### config.mk
export PLATFORM = sky130hd
export DESIGN_NAME = srm_controller_flat
export DESIGN_NICKNAME = d
export VERILOG_FILES = /design/src/rtl/srm_pkg.sv /design/src/rtl/srm_controller_if.sv /design/src/rtl/srm_controller.sv /design/src/flat_wrapper.sv
export SDC_FILE = /design/constraint.sdc
export NUM_CORES = 1
export LEC_CHECK = 0
export BUFFER_PORTS_ARGS = -buffer_cell sky130_fd_sc_hd__buf_2
export CAP_MARGIN = 5
export CORE_AREA = 8 8 45 47
export CTS_CLUSTER_DIAMETER = 60
export DETAILED_ROUTE_END_ITERATION = 10
export DIE_AREA = 0 0 53 55
export GPL_TIMING_DRIVEN = 0
export HOLD_SLACK_MARGIN = 0.06
export PLACE_DENSITY_LB_ADDON = 0.05
export SLEW_MARGIN = 20
export SYNTH_ARGS = -nofsm -noshare
export SYNTH_HDL_FRONTEND = slang
export SYNTH_SLANG_ARGS = --single-unit
### constraint.sdc
create_clock -name clk -period 1.5 [get_ports clk]
set_input_delay 0.375 -clock clk [delete_from_list [all_inputs] [get_ports clk]]
set_output_delay 0.375 -clock clk [all_outputs]
set_load 0.005 [all_outputs]
### src/rtl/srm_pkg.sv
// Shared definitions for the Simple RISC Machine: state encoding, opcode/op
// codes, register-select and writeback-select codes, and DECODE dispatch.
// Optional feature macro: SRM_HALT_EN (adds the absorbing HALT state).
package srm_pkg;

   localparam logic [1:0] SX_SEL = 2'b10;
   localparam logic [1:0] C_SEL  = 2'b00;

   localparam logic [2:0] OPC_MOV = 3'b110;
   localparam logic [2:0] OPC_ALU = 3'b101;
   localparam logic [2:0] OPC_HLT = 3'b111;

   localparam logic [1:0] OP_ADD     = 2'b00;
   localparam logic [1:0] OP_CMP     = 2'b01;
   localparam logic [1:0] OP_AND     = 2'b10;
   localparam logic [1:0] OP_MVN     = 2'b11;
   localparam logic [1:0] OP_MOV_IMM = 2'b10;
   localparam logic [1:0] OP_MOV_REG = 2'b00;

   localparam logic [2:0] NSEL_NONE = 3'b000;
   localparam logic [2:0] NSEL_RN   = 3'b100;
   localparam logic [2:0] NSEL_RD   = 3'b010;
   localparam logic [2:0] NSEL_RM   = 3'b001;

   typedef enum logic [3:0] {
      S_WAIT,
      S_DECODE,
      S_WR_IMM,
      S_GET_A,
      S_GET_B,
      S_OPERATE,
      S_COMPARE,
      S_WR_REG
`ifdef SRM_HALT_EN
      , S_HALT
`endif
   } state_t;

   // First state after DECODE for a given instruction; illegal codes return to WAIT.
   function automatic state_t dispatch(input logic [2:0] opcode, input logic [1:0] op);
      state_t nxt;
      nxt = S_WAIT;
      case (opcode)
         OPC_MOV: begin
            if (op == OP_MOV_IMM)      nxt = S_WR_IMM;
            else if (op == OP_MOV_REG) nxt = S_GET_B;
            else                       nxt = S_WAIT;
         end
         OPC_ALU: begin
            if (op == OP_MVN) nxt = S_GET_B;
            else              nxt = S_GET_A;
         end
`ifdef SRM_HALT_EN
         OPC_HLT: nxt = S_HALT;
`endif
         default: nxt = S_WAIT;
      endcase
      return nxt;
   endfunction

   // MOV-reg and MVN pass B through the ALU, so the A operand is forced to zero.
   function automatic logic a_is_zero(input logic [2:0] opcode, input logic [1:0] op);
      return ((opcode == OPC_MOV) && (op == OP_MOV_REG)) ||
             ((opcode == OPC_ALU) && (op == OP_MVN));
   endfunction

endpackage

### src/rtl/srm_controller_if.sv
// Control bus between the instruction decoder/datapath and srm_controller.
// Handshake: the decoder raises s while w=1 to start the instruction held on
// opcode/op; the controller accepts it on that rising edge, drops w, and keeps
// w low until the instruction finishes. opcode/op must stay stable from the
// accepting edge until w is high again. s is ignored while w=0.
interface srm_controller_if;
   import srm_pkg::*;

   logic       s;
   logic [2:0] opcode;
   logic [1:0] op;
   logic       w;
   logic [2:0] nsel;
   logic [1:0] vsel;
   logic       write;
   logic       loada;
   logic       loadb;
   logic       asel;
   logic       bsel;
   logic       loadc;
   logic       loads;
   state_t     dbg_state;

   modport master (
      input  s, opcode, op,
      output w, nsel, vsel, write, loada, loadb, asel, bsel, loadc, loads, dbg_state
   );

   modport slave (
      output s, opcode, op,
      input  w, nsel, vsel, write, loada, loadb, asel, bsel, loadc, loads, dbg_state
   );

endinterface

### src/rtl/srm_controller.sv
// Multi-cycle control FSM of the Simple RISC Machine. One instruction per
// accepted start; all outputs are Moore, decoded from the state register.
// Optional feature macro: SRM_HALT_EN (opcode 111 enters an absorbing HALT).
module srm_controller
   import srm_pkg::*;
(
   input  logic              clk,
   input  logic              reset_n,
   srm_controller_if.master  bus
);

   state_t state_q, state_d;
   logic   a_zero_q, a_zero_d;

   // State register and the captured "A operand is zero" flag; sync active-low reset.
   always_ff @(posedge clk) begin
      if (!reset_n) begin
         state_q  <= S_WAIT;
         a_zero_q <= 1'b0;
      end else begin
         state_q  <= state_d;
         a_zero_q <= a_zero_d;
      end
   end

   // Next-state sequencing; unreachable encodings fall back to WAIT.
   always_comb begin
      state_d  = S_WAIT;
      a_zero_d = a_zero_q;
      case (state_q)
         S_WAIT:    state_d = bus.s ? S_DECODE : S_WAIT;
         S_DECODE: begin
            state_d  = dispatch(bus.opcode, bus.op);
            a_zero_d = a_is_zero(bus.opcode, bus.op);
         end
         S_WR_IMM:  state_d = S_WAIT;
         S_GET_A:   state_d = S_GET_B;
         S_GET_B: begin
            if ((bus.opcode == OPC_ALU) && (bus.op == OP_CMP)) state_d = S_COMPARE;
            else                                               state_d = S_OPERATE;
         end
         S_OPERATE: state_d = S_WR_REG;
         S_COMPARE: state_d = S_WAIT;
         S_WR_REG:  state_d = S_WAIT;
`ifdef SRM_HALT_EN
         S_HALT:    state_d = S_HALT;
`endif
         default:   state_d = S_WAIT;
      endcase
   end

   // Moore output decode; everything not named by a state stays 0.
   always_comb begin
      bus.w     = 1'b0;
      bus.nsel  = NSEL_NONE;
      bus.vsel  = C_SEL;
      bus.write = 1'b0;
      bus.loada = 1'b0;
      bus.loadb = 1'b0;
      bus.asel  = 1'b0;
      bus.bsel  = 1'b0;
      bus.loadc = 1'b0;
      bus.loads = 1'b0;
      case (state_q)
         S_WAIT:    bus.w = 1'b1;
         S_WR_IMM: begin
            bus.nsel  = NSEL_RN;
            bus.vsel  = SX_SEL;
            bus.write = 1'b1;
         end
         S_GET_A: begin
            bus.nsel  = NSEL_RN;
            bus.loada = 1'b1;
         end
         S_GET_B: begin
            bus.nsel  = NSEL_RM;
            bus.loadb = 1'b1;
         end
         S_OPERATE: begin
            bus.loadc = 1'b1;
            bus.asel  = a_zero_q;
         end
         S_COMPARE: bus.loads = 1'b1;
         S_WR_REG: begin
            bus.nsel  = NSEL_RD;
            bus.vsel  = C_SEL;
            bus.write = 1'b1;
         end
         default: ;
      endcase
   end

   assign bus.dbg_state = state_q;

endmodule
### src/flat_wrapper.sv
// flat-port wrapper written by rule: the top's interface ports become plain ports
module srm_controller_flat import srm_pkg::*;
  (clk, reset_n, bus_s, bus_opcode, bus_op, bus_w, bus_nsel, bus_vsel, bus_write, bus_loada, bus_loadb, bus_asel, bus_bsel, bus_loadc, bus_loads, bus_dbg_state);
  srm_controller_if bus_i ();
  input  logic clk;
  input  logic reset_n;
  input wire logic [$bits(bus_i.s)-1:0] bus_s;
  input wire logic [$bits(bus_i.opcode)-1:0] bus_opcode;
  input wire logic [$bits(bus_i.op)-1:0] bus_op;
  output wire logic [$bits(bus_i.w)-1:0] bus_w;
  output wire logic [$bits(bus_i.nsel)-1:0] bus_nsel;
  output wire logic [$bits(bus_i.vsel)-1:0] bus_vsel;
  output wire logic [$bits(bus_i.write)-1:0] bus_write;
  output wire logic [$bits(bus_i.loada)-1:0] bus_loada;
  output wire logic [$bits(bus_i.loadb)-1:0] bus_loadb;
  output wire logic [$bits(bus_i.asel)-1:0] bus_asel;
  output wire logic [$bits(bus_i.bsel)-1:0] bus_bsel;
  output wire logic [$bits(bus_i.loadc)-1:0] bus_loadc;
  output wire logic [$bits(bus_i.loads)-1:0] bus_loads;
  output wire logic [$bits(bus_i.dbg_state)-1:0] bus_dbg_state;
  assign bus_i.s = bus_s;
  assign bus_i.opcode = bus_opcode;
  assign bus_i.op = bus_op;
  assign bus_w = bus_i.w;
  assign bus_nsel = bus_i.nsel;
  assign bus_vsel = bus_i.vsel;
  assign bus_write = bus_i.write;
  assign bus_loada = bus_i.loada;
  assign bus_loadb = bus_i.loadb;
  assign bus_asel = bus_i.asel;
  assign bus_bsel = bus_i.bsel;
  assign bus_loadc = bus_i.loadc;
  assign bus_loads = bus_i.loads;
  assign bus_dbg_state = bus_i.dbg_state;
  srm_controller u_core (.clk(clk), .reset_n(reset_n), .bus(bus_i));
endmodule
==> flow_metrics.env <==
export IMPL_arrival_ns=1.14
export IMPL_vias_per_cell=4.49
export IMPL_die_h_um=55
export IMPL_io_pins=25
export IMPL_path_max_fanout=6
export IMPL_drc=0
export IMPL_fmax_mhz=662
export IMPL_synth_flop_cell="dfxtp_1"
export IMPL_seq_area_um2=86.3
export IMPL_cpPeakStageDelay_ns=0.32
export IMPL_reg2reg_depth=5
export IMPL_ys_types=28
export IMPL_gp_congestion=0.697
export IMPL_synthesis_area_um2=369
export IMPL_reg2reg_to="u_core.a_zero_q$_SDFFE_PN0P_"
export IMPL_drt_total_wl_um=1140
export IMPL_synth_top_area_share_pct=21.7
export IMPL_crit_path_end_kind="output port"
export IMPL_syn_inst=46
export IMPL_core_area_um2=1380
export IMPL_cts_htree_levels=1
export IMPL_whs_path_depth=3
export IMPL_antenna_found_initial=0
export IMPL_synth_seq_cells=4
export IMPL_r2r_slack_ns=0.42
export IMPL_cellLeakagePower_nw=0.324
export IMPL_violations="negative setup slack"
export IMPL_multi_input_area_um2=269
export IMPL_final_util_pct=45.3
export IMPL_drt_wirelength_per_cell_um=12.2
export IMPL_cp_required_ns=1.12
export IMPL_status="complete, but fails checks"
export IMPL_dp_hpwl_um=833
export IMPL_worst_path_buf_inv=3
export IMPL_timing_rr_start="u_core.bus.dbg_state[2]$_SDFF_PN0_"
export IMPL_slew_viol_final=0
export IMPL_path_clk_slew_ns=0.04
export IMPL_criticalPathCategory="flop to output port"
export IMPL_hold_viol_final=0
export IMPL_initial_core_util_pct=26.7
export IMPL_nets=88
export IMPL_ant_nets=0
export IMPL_synth_area_leaders="dfxtp_1 (22%), buf_4 (8.1%), and2_1 (6.8%)"
export IMPL_clk_path_buf_depth=2
export IMPL_via_count=422
export IMPL_num_rows=14
export IMPL_hold_end="u_core.bus.dbg_state[0]$_SDFF_PN0_"
export IMPL_first_iter_violations=9
export IMPL_critical_path_startpoint_type="flop"
export IMPL_grt_pass1_vias=402
export IMPL_grt_usage_pct=8.19
export IMPL_clock_root_buffer="clkbuf_4"
export IMPL_fin_skew_ns=0.000788
export IMPL_cts_tree="built"
export IMPL_post_place_ws_ns=0.0437
export IMPL_grt_setup_unrepaired="yes"
export IMPL_syn_area_per_cell_um2=8.02
export IMPL_synth_edf_count=0
export IMPL_insertion_delay_ns=0.24
export IMPL_fin_ws_ns=-0.0111
export IMPL_n_fill_cell=159
export IMPL_drt_pass1_iterations=4
export IMPL_clock_sinks=4
export IMPL_synth_area_leader_cell="dfxtp_1"
export IMPL_grt_pass1_wl_um=1760
export IMPL_async_reset_ff_share_pct=0
export IMPL_hold_class="input pin to flop"
export IMPL_fin_crit_ns=1.51
export IMPL_drv_cap=0
export IMPL_path_cells="buf_6 > inv_6 > nor3b_4 > and2_1 > buf_2"
export IMPL_irDropWorstVdd_mv=0.204
export IMPL_finalCritPeriodShare_pct=101
export IMPL_hp_start="reset_n"
export IMPL_grt_max_degree=11
export IMPL_cts_buffers=3
export IMPL_drive_gt1_share_pct=60.3
export IMPL_portBuffers=21
export IMPL_syn_to_final_growth_pct=69.8
export IMPL_die_area_um2=2920
export IMPL_synth_seq_area_share_pct=21.7
export IMPL_grt_overflow=0
export IMPL_yosys_top_cells_count="and2_1 (4), buf_4 (4), dfxtp_1 (4)"
export IMPL_critPathSlowestCell="dfxtp_2"
export IMPL_report_final_setup_viol=1
export IMPL_diodes=0
export IMPL_yosysWarnings=0
export IMPL_pwr_density_cell_nw_per_um2=514
export IMPL_die_x_um=53
export IMPL_fin_setup_tns_ns=-0.0111
export IMPL_crit_family="flip-flops"
-- cell type report --
class	instances	area share [%]
inverters	1	1.40
plain buffers	7	10.2
clock buffers	3	3.59
flip-flops and latches	4	13.8
repair buffers	27	25.0
multi-input cells	36	42.9
well taps	16	3.19
-- per-stage QoR --
step | instance area (µm²) | instances | total power, mW | hold WS (ns)
CTS | 591 | 92 | 0.325 | 0.406
floorplan | 377 | 48 | 0.148 | 0.442
global route | 627 | 94 | 0.343 | 0.424
finish | 627 | 94 | 0.322 | 0.412
global placement | 502 | 85 | 0.175 | 0.463
detailed placement | 502 | 85 | 0.174 | 0.459
-- worst max path at each step --
stage | depth (start not counted) | start | slack, ns | endpoint
global placement | 4 | u_core.bus.dbg_state[2]$_SDFF_PN0_ | 0.01 | bus_nsel[0]
CTS | 5 | u_core.bus.dbg_state[0]$_SDFF_PN0_ | -0.02 | bus_asel
finish | 5 | u_core.bus.dbg_state[0]$_SDFF_PN0_ | -0.01 | bus_asel
detailed placement | 4 | u_core.bus.dbg_state[2]$_SDFF_PN0_ | 0.04 | bus_nsel[0]
floorplan | 3 | u_core.bus.dbg_state[2]$_SDFF_PN0_ | 0.13 | bus_nsel[0]
global route | 5 | u_core.bus.dbg_state[0]$_SDFF_PN0_ | -0.09 | bus_asel
-- registers in the layout, indices dropped and copies added, names as in the netlist --
| name | cells |
|---|---|
| u_core.bus.dbg_state | 3 |
| u_core.a_zero_q | 1 |
-- layer usage --
layer / global-route usage, % / vias to the layer above / part of all wire, %
met5: 0 / - / 0
met4: 6.47 / 0 / 0
met3: 3.48 / 0 / 8.0
met2: 12.9 / 11 / 52
met1: 8.48 / 188 / 40
li1: - / 223 / -
-- worst min-delay path: stages --
cell	delay (ns)
buf_2	0.12
nand2b_1	0.06
a221oi_1	0.04
-- timing repair --
item | 4_1_cts | 5_1_grt
pin swaps | 2 | 3
setup endpoints to repair | 9 | 5
gates resized for setup | 13 | 5
buffers inserted | 4 | 2
hold buffers | 0 | 0
-- logic make-up after synthesis --
logic type,count (synthesis),share of synthesized area [%]
other,1,1.02
AOI/OAI and AO/OA,10,20.7
buffers and inverters,8,13.2
DFF,4,21.7
xor gates and xnor gates,1,2.37
and+or+nand+nor,22,41.0
-- power by group --
| part | leakage (nW) | switching, mW | total, mW | internal, mW |
|---|---|---|---|---|
| Clock | 0.0138 | 0.0446 | 0.134 | 0.0895 |
| Sequential | 0.0341 | 0.00171 | 0.110 | 0.108 |
| Combinational | 0.276 | 0.0365 | 0.0776 | 0.0412 |
| Total | 0.324 | 0.0828 | 0.322 | 0.239 |
-- placed cells by master (no fill, tap or decap) --
cell type,count
nand2b_1,1
nand2_1,2
nor3b_2,2
nor2_1,3
xnor2_1,1
nand3_1,1
dfxtp_2,2
buf_6,4
nor2b_4,1
o21ai_1,1
buf_4,10
and2_4,1
and3b_1,1
nor4b_2,1
a21oi_1,2
a21boi_1,1
dfxtp_1,1
o211ai_1,1
and4b_1,1
nor3b_4,1
inv_6,1
nor3_1,1
nor2b_1,2
dfxtp_4,1
and2_1,3
nand4_1,1
conb_1,3
o2111ai_1,1
o211a_1,1
a221oi_1,1
o221a_1,1
o31ai_1,1
clkbuf_4,3
buf_2,20
(Power assumes the default switching activity.)
